File: src/rtl/wide_add_sequencer_pkg.sv
// wide_add_sequencer_pkg: state encoding and width derivations shared by the wide adder sequencer
package wide_add_sequencer_pkg;
  localparam logic [1:0] IDLE = 2'd0;
  localparam logic [1:0] RUN  = 2'd1;
  localparam logic [1:0] DONE = 2'd2;
  function automatic int total_w(input int w, input int c);
    return w * c;
  endfunction
  function automatic int idx_w(input int c);
    return $clog2(c);
  endfunction
endpackage

File: src/rtl/wide_add_sequencer_adder.sv
// wide_add_sequencer_adder: N-bit adder, full or half, with optional output register
module wide_add_sequencer_adder #(
  parameter int WIDTH = 4,
  parameter bit PIPELINE_ENABLE = 0,
  parameter bit USE_FULL_ADDER = 1
) (
  input  logic             clk,
  input  logic             rst,
  input  logic [WIDTH-1:0] a,
  input  logic [WIDTH-1:0] b,
  input  logic             cin,
  output logic [WIDTH-1:0] sum,
  output logic             cout
);
  logic             w_cin;
  logic [WIDTH:0]   w_full;
  logic             w_unused;
  assign w_cin    = USE_FULL_ADDER ? cin : 1'b0;
  assign w_full   = {1'b0, a} + {1'b0, b} + {{WIDTH{1'b0}}, w_cin};
  assign w_unused = &{1'b0, clk, rst};
  generate
    if (PIPELINE_ENABLE) begin : g_pipe
      logic [WIDTH:0] r_full;
      // registered result when pipelining is requested
      always_ff @(posedge clk)
        r_full <= rst ? '0 : w_full;
      assign {cout, sum} = r_full;
    end else begin : g_comb
      assign {cout, sum} = w_full;
    end
  endgenerate
endmodule

File: src/rtl/wide_add_sequencer.sv
// wide_add_sequencer: word-serial wide adder feeding one WIDTH-bit chunk per cycle through a narrow adder
module wide_add_sequencer
  import wide_add_sequencer_pkg::*;
#(
  parameter int WIDTH  = 4,
  parameter int CHUNKS = 4
) (
  input  logic                    clk,
  input  logic                    rst,
  input  logic                    start,
  input  logic [WIDTH*CHUNKS-1:0] a_in,
  input  logic [WIDTH*CHUNKS-1:0] b_in,
  input  logic                    cin_in,
  output logic                    ready,
  output logic                    done,
  output logic [WIDTH*CHUNKS-1:0] sum_out,
  output logic                    cout_out
);
  localparam int TOTAL = total_w(WIDTH, CHUNKS);
  localparam int IDX_W = idx_w(CHUNKS);
  logic [1:0]       r_state, w_next;
  logic [TOTAL-1:0] r_a, r_b, r_partial;
  logic             r_carry;
  logic [IDX_W-1:0] r_idx;
  logic             w_last, w_cout;
  logic [WIDTH-1:0] w_sum;
  assign w_last = r_idx == IDX_W'(CHUNKS - 1);
  wide_add_sequencer_adder #(
    .WIDTH(WIDTH),
    .PIPELINE_ENABLE(1'b0),
    .USE_FULL_ADDER(1'b1)
  ) u_adder (
    .clk (clk),
    .rst (1'b0),
    .a   (r_a[r_idx*WIDTH +: WIDTH]),
    .b   (r_b[r_idx*WIDTH +: WIDTH]),
    .cin (r_carry),
    .sum (w_sum),
    .cout(w_cout)
  );
  // state register
  always_ff @(posedge clk or negedge rst)
    if (!rst) r_state <= IDLE;
    else      r_state <= w_next;
  // next-state decode
  always_comb
    w_next = (r_state == IDLE) ? (start ? RUN : IDLE) :
             (r_state == RUN)  ? (w_last ? DONE : RUN) : IDLE;
  // handshake outputs decoded straight from the state register
  always_comb begin
    ready = r_state == IDLE;
    done  = r_state == DONE;
  end
  // operand capture, chunk accumulation and result load on the final chunk
  always_ff @(posedge clk or negedge rst)
    if (!rst) begin
      r_a       <= '0;
      r_b       <= '0;
      r_partial <= '0;
      r_carry   <= 1'b0;
      r_idx     <= '0;
      sum_out   <= '0;
      cout_out  <= 1'b0;
    end else if (r_state == IDLE && start) begin
      r_a     <= a_in;
      r_b     <= b_in;
      r_carry <= cin_in;
      r_idx   <= '0;
    end else if (r_state == RUN) begin
      r_partial[r_idx*WIDTH +: WIDTH] <= w_sum;
      r_carry <= w_cout;
      r_idx   <= r_idx + 1'b1;
      if (w_last) begin
        sum_out  <= {w_sum, r_partial[TOTAL-WIDTH-1:0]};
        cout_out <= w_cout;
      end
    end
endmodule

File: config.mk
export PLATFORM = sky130hd
export DESIGN_NAME = wide_add_sequencer
export DESIGN_NICKNAME = d
export VERILOG_FILES = /design/src/rtl/wide_add_sequencer_pkg.sv /design/src/rtl/wide_add_sequencer_adder.sv /design/src/rtl/wide_add_sequencer.sv
export SDC_FILE = /design/constraint.sdc
export NUM_CORES = 1
export LEC_CHECK = 0
export CAP_MARGIN = 10
export CORE_MARGIN = 2
export CORE_UTILIZATION = 50
export CTS_BUF_LIST = sky130_fd_sc_hd__clkbuf_4 sky130_fd_sc_hd__clkbuf_8
export DETAILED_ROUTE_END_ITERATION = 10
export GPL_TIMING_DRIVEN = 0
export HOLD_SLACK_MARGIN = 0.05
export PLACE_DENSITY = 0.77
export REMOVE_ABC_BUFFERS = 1
export SYNTH_ARGS = -nofsm -noshare
export SYNTH_HDL_FRONTEND = slang
export SYNTH_SLANG_ARGS = --single-unit
File: constraint.sdc
create_clock -name clk -period 6.15 [get_ports clk]
set_input_delay 1.845 -clock clk [delete_from_list [all_inputs] [get_ports clk]]
set_output_delay 1.845 -clock clk [all_outputs]
set_load 0.01 [all_outputs]
Word level (Yosys, flattened, before mapping)
Cells that the tools add are included.
W data, S select, Z words.
{"block": "totals", "mem_bits_ro": 0, "input_bits": 36, "latchBits": 0, "out_inout_bits": 19, "mem_count": 0, "reg_bits": 70, "elab_cells": 34, "ram_bits": 0}
{"block": "classes", "n_div": 0, "bitwise_logic": 1, "add_sub_neg": 4, "magnitude_cmp": 0, "mux": 9, "eq_ne": 3, "multipliers": 0, "shifts": 4, "reduce_logical": 5}
{"operator": "$neg A4 Y34", "count": 1}
{"operator": "$shift A4 B34 Y16 const A", "count": 1}
{"operator": "$shiftx A4 B34 Y16", "count": 1}
{"operator": "$shiftx A16 B5 Y4", "count": 2}
{"operator": "$bwmux W16", "count": 1}
{"operator": "$mux W2", "count": 5}
{"operator": "$add A4 B4 Y5", "count": 1}
{"operator": "$add A5 B1 Y5", "count": 1}
{"operator": "$eq A2 B2 Y1 const B", "count": 2}
{"operator": "$mux W1", "count": 3}
{"operator": "$reduce_and A3 Y1", "count": 1}
{"operator": "$add A2 B1 Y2 const B", "count": 1}
{"operator": "$eq A2 B1 Y1 const B", "count": 1}
{"operator": "$logic_not A2 Y1", "count": 1}
{"operator": "$reduce_and A2 Y1", "count": 1}
{"operator": "$reduce_bool A2 Y1", "count": 1}
{"operator": "$logic_and A1 B1 Y1", "count": 1}
{"operator": "$not A1 Y1", "count": 1}

Longest topological paths before layout
{"block": "logic_depth", "depth_word": 5, "mapped_depth": 9}

Modules after synthesis
From an unflattened synthesis, not the netlist that was laid out.
{"block": "unflattened", "hier_cells": 207, "hier_area_um2": 3037.9}
{"mod": "wide_add_sequencer", "seq_area_each_um2": 1651.6, "area_each_um2": 2894.0, "instances": 1, "cells_per_inst": 191}
{"mod": "wide_add_sequencer_adder", "seq_area_each_um2": 0.0, "area_each_um2": 143.9, "instances": 1, "cells_per_inst": 16}

Worst setup path after synthesis
No wires, ideal clock.
{"block": "synth_timing", "path_type": "input -> register", "start": "input start", "end": "register r_a[0]", "arrival_ns": 2.681, "setup_slack_ns": 3.345, "t_required_ns": 6.025, "path_stages": 4, "path_cell_list": "nor3b_1 > buf_4 > buf_4 > mux2_2"}
{"block": "synth_between", "elab_chain_cells": 1}
{"item": "start, declared", "line_no": "wide_add_sequencer.sv:10", "source": "input logic start,"}
{"item": "$logic_and A1 B1 Y1", "line_no": "wide_add_sequencer.sv:64", "source": "end else if (r_state == IDLE && start) begin"}
{"item": "end signal, assigned", "line_no": "wide_add_sequencer.sv:65", "source": "r_a <= a_in;"}
{"item": "end, declared", "line_no": "wide_add_sequencer.sv:22", "source": "logic [TOTAL-1:0] r_a, r_b, r_partial;"}
Every way passes these cells.
A chain may end at the register's enable or synchronous reset.

Final worst setup path
{"block": "layout_timing", "start": "input start", "end": "register r_a[2]"}
Same word-level chain as after synthesis.

==> results_dict.tcl <==
set metrics [dict create \
    place.gp.congestion 0.765 \
    route.detailed.wl_per_inst_microns 14.3 \
    ys.flop_type "dfrtp_1" \
    cpMaxStageDelayCell "nor3b_2" \
    grt_use_total 0.177 \
    placed_cell_area_sq_mm 0.00351 \
    synth_top_area_share 0.566 \
    r2r-end "r_partial[7]$_DFFE_PN0P_" \
    grt_pass1_vias 1787 \
    io_pins 55 \
    coreArea_sq_mm 0.00557 \
    antenna_cells 0 \
    cts_setup_buffers 0 \
    syn_area_sq_mm 0.00292 \
    die-area_sq_mm 0.00646 \
    dr.pass1.iters 4 \
    tightest_slew_ps 869 \
    grt_max_degree 67 \
    grt_pass1_wl_microns 8390 \
    slew_viol_final 0 \
    total_power_uw 2090 \
    rrSetupSlack_ps 3270 \
    die_w_microns 80.4 \
    cts_buffers 9 \
    global_route.overflow_total 0 \
    async_flop_share 1.00 \
    path_clk_slew_ps 60 \
    final_common_cell "dfrtp_1" \
    cts-root-buf "clkbuf_8" \
    path_cells "clkdlybuf4s50_1 > nor3b_2 > buf_6 > buf_6 > mux2_2" \
    syn_area_per_cell_sq_um 14.1 \
    ir_worst_vdd_uv 270 \
    critPathCaptureType "flip-flop" \
    max_clock_freq_mhz 280 \
    antenna_found_initial 0 \
    post_drt_via_cell_ratio 5.12 \
    r2r_cells 6 \
    rows 27 \
    yosysWarnings 0 \
    layout.nets 311 \
    insertion_delay_ps 340 \
    cp.required_ps 6370 \
    design_area_sq_mm 0.00373 \
    critPathMaxStageDelay_ps 700 \
    finClkSkew_ps 8.62 \
    crit_top_cell "buf_6" \
    power_density_mw_per_mm2 559 \
    drc 0 \
    relSlewSlack 0.418 \
    final_hold_viol_count 0 \
    start_util 0.524 \
    multiInputGateArea_sq_mm 0.00117 \
    ant_nets 0 \
    die_h_microns 80.4 \
    maxCapViolCount 0 \
    crit_family "buffers and inverters" \
    min_path_type "flip-flop to flip-flop" \
    start_kind "input pin" \
    reg2reg_from "r_idx[0]$_DFFE_PN0P_" \
    dp_hpwl_microns 3490 \
    cts_sinks 66 \
    htreeDepth 3 \
    worstPathArrival_ps 3790 \
    fill_cells 431 \
    syn2layout_area_growth_pct 27.9 \
    criticalPathCategory "input pin to flip-flop" \
    cts_tree "built" \
    p_leak_uw 0.00168 \
    cp-startpoint "start" \
    cp_num_cells 5 \
    vias 1751 \
    drt_iter0_drc 67 \
    io_buffers 54 \
    period_share 0.581 \
    synth.distinct_cells 27 \
    ctsHoldBuffers 0 \
    synth_top_cell_by_area "dfrtp_1" \
    synthCells 207 \
    synth_edf_count 0 \
    drive_above_1_share 0.270 \
    clock_path_buffers 2 \
    status "finished clean" \
    crit_buf_inv 3 \
    seq_area_sq_mm 0.00165 \
    rsz0062_at_grt "no" \
    setup_viol 0 \
    critPathMaxFanout 13 \
    synth_area_leaders "dfrtp_1 57%, mux2_2 14%, mux4_2 6.2%, mux2_4 4.6%, ha_1 3.4%" \
    layout_common_cells "66 x dfrtp_1, 53 x clkdlybuf4s50_1, 35 x mux2_2" \
    holdCritStartpoint "r_partial[0]$_DFFE_PN0P_" \
    yosysSeqAreaShare 0.566 \
    wirelength_microns 4890 \
    ctsResizeCount 0 \
    finalCriticalPeriod_ps 3580 \
    critPathCapture "r_a[2]$_DFFE_PN0P_" \
    ys_ff_latch 66 \
]
## metal layers
layer  vias to the layer above  track usage  wire length, microns
met3                         5       0.0674                   275
met1                       858        0.228                  2180
met2                        46        0.267                  2380
met4                         0       0.0814                    47
met5                         -            0                     0
li1                        842            -                     -
## power by group
group / internal (uW) / switching, uW / total [uW]
Combinational: 493 / 430 / 923
Sequential: 629 / 133 / 763
Clock: 242 / 158 / 401
## layout make-up
| class | count | share of cell area |
|---|---|---|
| clock inverters | 5 | 0.0208 |
| multi-input cells | 123 | 0.314 |
| flip-flops and latches | 66 | 0.443 |
| inverters | 9 | 0.00905 |
| repair buffers | 56 | 0.150 |
| well taps | 72 | 0.0241 |
| clock buffers | 11 | 0.0389 |
## worst min path at each step
stage / endpoint / slack [ps] / cells past startpoint
3_5_place_dp: r_partial[2]$_DFFE_PN0P_ / 470 / 2
5_1_grt: sum_out[14]$_DFFE_PN0P_ / 500 / 2
3_3_place_gp: r_partial[0]$_DFFE_PN0P_ / 460 / 2
6_report: r_partial[0]$_DFFE_PN0P_ / 480 / 2
4_1_cts: r_partial[2]$_DFFE_PN0P_ / 480 / 2
2_1_floorplan: r_partial[0]$_DFFE_PN0P_ / 440 / 2
## synth_stat cells (2+ instances only)
| cell type | instances |
|---|---|
| a21o_1 | 2 |
| a21oi_1 | 2 |
| buf_4 | 4 |
| buf_6 | 2 |
| clkbuf_1 | 2 |
| dfrtp_1 | 66 |
| fa_1 | 2 |
| ha_1 | 8 |
| inv_1 | 9 |
| mux2_2 | 35 |
| mux2_4 | 9 |
| mux4_2 | 8 |
| nand2_1 | 22 |
| nand4_1 | 2 |
| nor2_1 | 3 |
| nor2b_1 | 2 |
| o21ai_0 | 15 |
| o31ai_1 | 4 |
| xor2_1 | 2 |
## flip-flops by register name, summed over array words and instances (netlist names)
signal,count
r_a,16
r_b,16
sum_out,16
r_partial,12
r_idx,2
r_state,2
cout_out,1
r_carry,1
## per-stage QoR
step                utilization  TNS (ps)  instances  setup WS, ps  hold slack, ps
finish                    0.670         0        342          2570             478
floorplan                     -         0        198          1120             445
detailed placement        0.630         0        326          2190             467
global route              0.670         0        342          2440             503
CTS                       0.670         0        342          2560             482
global placement          0.625    -14970        324          -537             462
## worst min-delay path, stage by stage (launching register included)
cell and delay [ps]:
dfrtp_1 340, nand2_1 50, o31ai_1 50
## kinds of logic (layout without fill, tap and decap cells)
group                    count (synthesis)  count (layout)  share of synthesized area
AO/OA/AOI/OAI                           26              26                     0.0519
flip-flops                              66              66                      0.566
XOR/XNOR                                 2               2                    0.00600
AND/OR/NAND/NOR                         33              33                     0.0514
buffers and inverters                   18              81                     0.0339
multiplexers                            52              52                      0.243
adder cells (fa/ha/maj)                 10              10                     0.0480
(Power assumes the default switching activity.)
==> patch, RTL diff (same settings) <==
`USE_FULL_ADDER` is set to 1'b1 in 2 places; all go to 1'b0.
--- a/src/rtl/wide_add_sequencer_adder.sv
+++ b/src/rtl/wide_add_sequencer_adder.sv
@@ -4,3 +4,3 @@
   parameter bit PIPELINE_ENABLE = 0,
-  parameter bit USE_FULL_ADDER = 1
+  parameter bit USE_FULL_ADDER = 0
 ) (
--- a/src/rtl/wide_add_sequencer.sv
+++ b/src/rtl/wide_add_sequencer.sv
@@ -30,3 +30,3 @@
     .PIPELINE_ENABLE(1'b0),
-    .USE_FULL_ADDER(1'b1)
+    .USE_FULL_ADDER(1'b0)
   ) u_adder (
Behaviour: not the same (a bounded check fails within 10 cycles, from zero or initial values and one cycle with rst low).
==> patch against the original RTL <==
Final area is 1.3% higher; wire length decreased by 1.5%; sequential cell count shrank 1; power down 2.0%; area after synthesis increased by 4.2%; die area up 4.0%; critical path depth is 3 lower; worst setup slack improved by 0.15 ns; worst hold slack better by 0.0029 ns.
==> patch: results (changes against the original RTL) <==
CTS buffer count -> 9 (unchanged)
gr usage total -> 0.162 (was 0.177)
Slowest-stage cell, CP -> clkdlybuf4s50_1 (was nor3b_2)
GRT met2 Usage -> 0.235 (was 0.267)
PortBufs -> 53 (was 54)
grt met1 use -> 0.223 (was 0.228)
maximum vdd drop -> 0.261 mV (was 0.270 mV)
Max Root-Sink Buffers -> 2 (unchanged)
worst slew pin tran -> 0.915 ns (was 0.869 ns)
initial antenna violation count -> 0 (unchanged)
FILL cells -> 477 (was 431)
Leak -> 1.72 nW (was 1.68 nW)
Synth top cells by count -> dfrtp_1 (65), mux2_4 (30), nand2_1 (18) (was dfrtp_1 (66), mux2_2 (35), nand2_1 (22))
worst-case reg-to-reg path depth -> 5 (was 6)
slowest stage delay, CP -> 0.57 ns (was 0.70 ns)
sequential power share -> 0.377 (was 0.366)
router iterations before antenna repair -> 4 (unchanged)
Avg Synthesized Cell Area -> 14.8 µm² (was 14.1 µm²)
ANT cells -> 0 (unchanged)
CP startpoint -> r_state[0]$_DFF_PN0_ (was start)
combinational cell power -> 0.950 mW (was 0.923 mW)
Iter 0 DRT Violations -> 62 (was 67)
Post-Layout Cell Count -> 339 (was 342)
Final Hold Vio Count -> 0 (unchanged)
Hold Crit Start -> r_partial[8]$_DFFE_PN0P_ (was r_partial[0]$_DFFE_PN0P_)
dpl hpwl -> 3.39 mm (was 3.49 mm)
Seq/Total Area, Yosys -> 0.535 (was 0.566)
top flop regs -> r_a: 16 flops, r_b: 16 flops, sum_out: 16 flops (unchanged)
reg-to-reg startpoint -> r_idx[0]$_DFFE_PN0P_ (unchanged)
ys async rst share -> 1.00 (unchanged)
ranking of synthesized cells by area -> dfrtp_1 (53%), mux2_4 (15%), mux2_2 (5.2%), ha_1 (3.7%), mux4_2 (3.7%) (was dfrtp_1 (57%), mux2_2 (14%), mux4_2 (6.2%), mux2_4 (4.6%), ha_1 (3.4%))
first-pass GRT wire length -> 7.99 mm (was 8.39 mm)
critical path data arrival time -> 1.58 ns (was 3.79 ns)
NumNets Final -> 307 (was 311)
Vias/cell -> 5.17 (was 5.12)
unique cell type count in the Yosys netlist -> 36 (was 27)
final wirelength -> 4.81 mm (was 4.89 mm)
gpl congestion -> 0.790 (was 0.765)
met3 Use GR -> 0.0374 (was 0.0674)
pin count of the biggest net entering global routing -> 66 (was 67)
routed wl met3 -> 229 µm (was 275 µm)
Net Switching -> 0.695 mW (was 0.722 mW)
Met2 Wirelength -> 2.21 mm (was 2.38 mm)
Max FO, Critical Path -> 9 (was 13)
Met1 Routed Length -> 2.26 mm (was 2.18 mm)
clock skew -> 0.00466 ns (was 0.00862 ns)
share of cells above drive strength 1 -> 0.269 (was 0.270)
status -> completed (unchanged)
vias in the first global route -> 1704 (was 1787)
cell total after placement -> 325 (was 326)
patch: critical path: cells and delay by family, from the launching register on:
kind	cells	cell delay [ns]
flip-flops	1	0.50
AND/OR/NAND/NOR	1	0.17
buffers and inverters	1	0.57
patch: cell type report:
| class | instances | area, µm² | area share |
|---|---|---|---|
| tap | 75 | 93.8 | 0.0248 |
| multi-input combinational | 123 | 1300 | 0.344 |
| clock buffer | 14 | 174 | 0.0460 |
| inverter | 8 | 30.0 | 0.00794 |
| timing repair buffer | 54 | 556 | 0.147 |
| sequential | 65 | 1630 | 0.430 |
patch: cell families after synthesis:
kind of cell / count (synthesis) / share of synthesized area
XOR/XNOR: 1 / 0.00288
AO/OA/AOI/OAI: 24 / 0.0502
flip-flops: 65 / 0.535
multiplexers: 52 / 0.263
adder cells (fa/ha/maj): 10 / 0.0436
buffers and inverters: 18 / 0.0379
AND/OR/NAND/NOR: 36 / 0.0675
patch: final timing paths:
check	to	slack, ns
setup reg to reg	r_partial[7]$_DFFE_PN0P_	3.39
hold / removal	r_partial[8]$_DFFE_PN0P_	0.48
min in group asynchronous	sum_out[11]$_DFFE_PN0P_	1.60
setup / recovery	done	2.73
max in group asynchronous	r_a[7]$_DFFE_PN0P_	4.04
hold reg to reg	r_partial[8]$_DFFE_PN0P_	0.48
patch: metrics by stage:
step | total power [mW] | setup WS, ns | hold slack (ns) | instance area [µm²] | util
after floorplan | 1.43 | 2.57 | 0.439 | 2960 | -
after global routing | 2.21 | 2.66 | 0.510 | 3780 | 0.642
after global placement | 1.72 | 1.18 | 0.462 | 3580 | 0.608
after detailed placement | 1.75 | 2.58 | 0.469 | 3610 | 0.613
after CTS | 2.08 | 2.70 | 0.483 | 3780 | 0.642
final | 2.04 | 2.73 | 0.480 | 3780 | 0.642
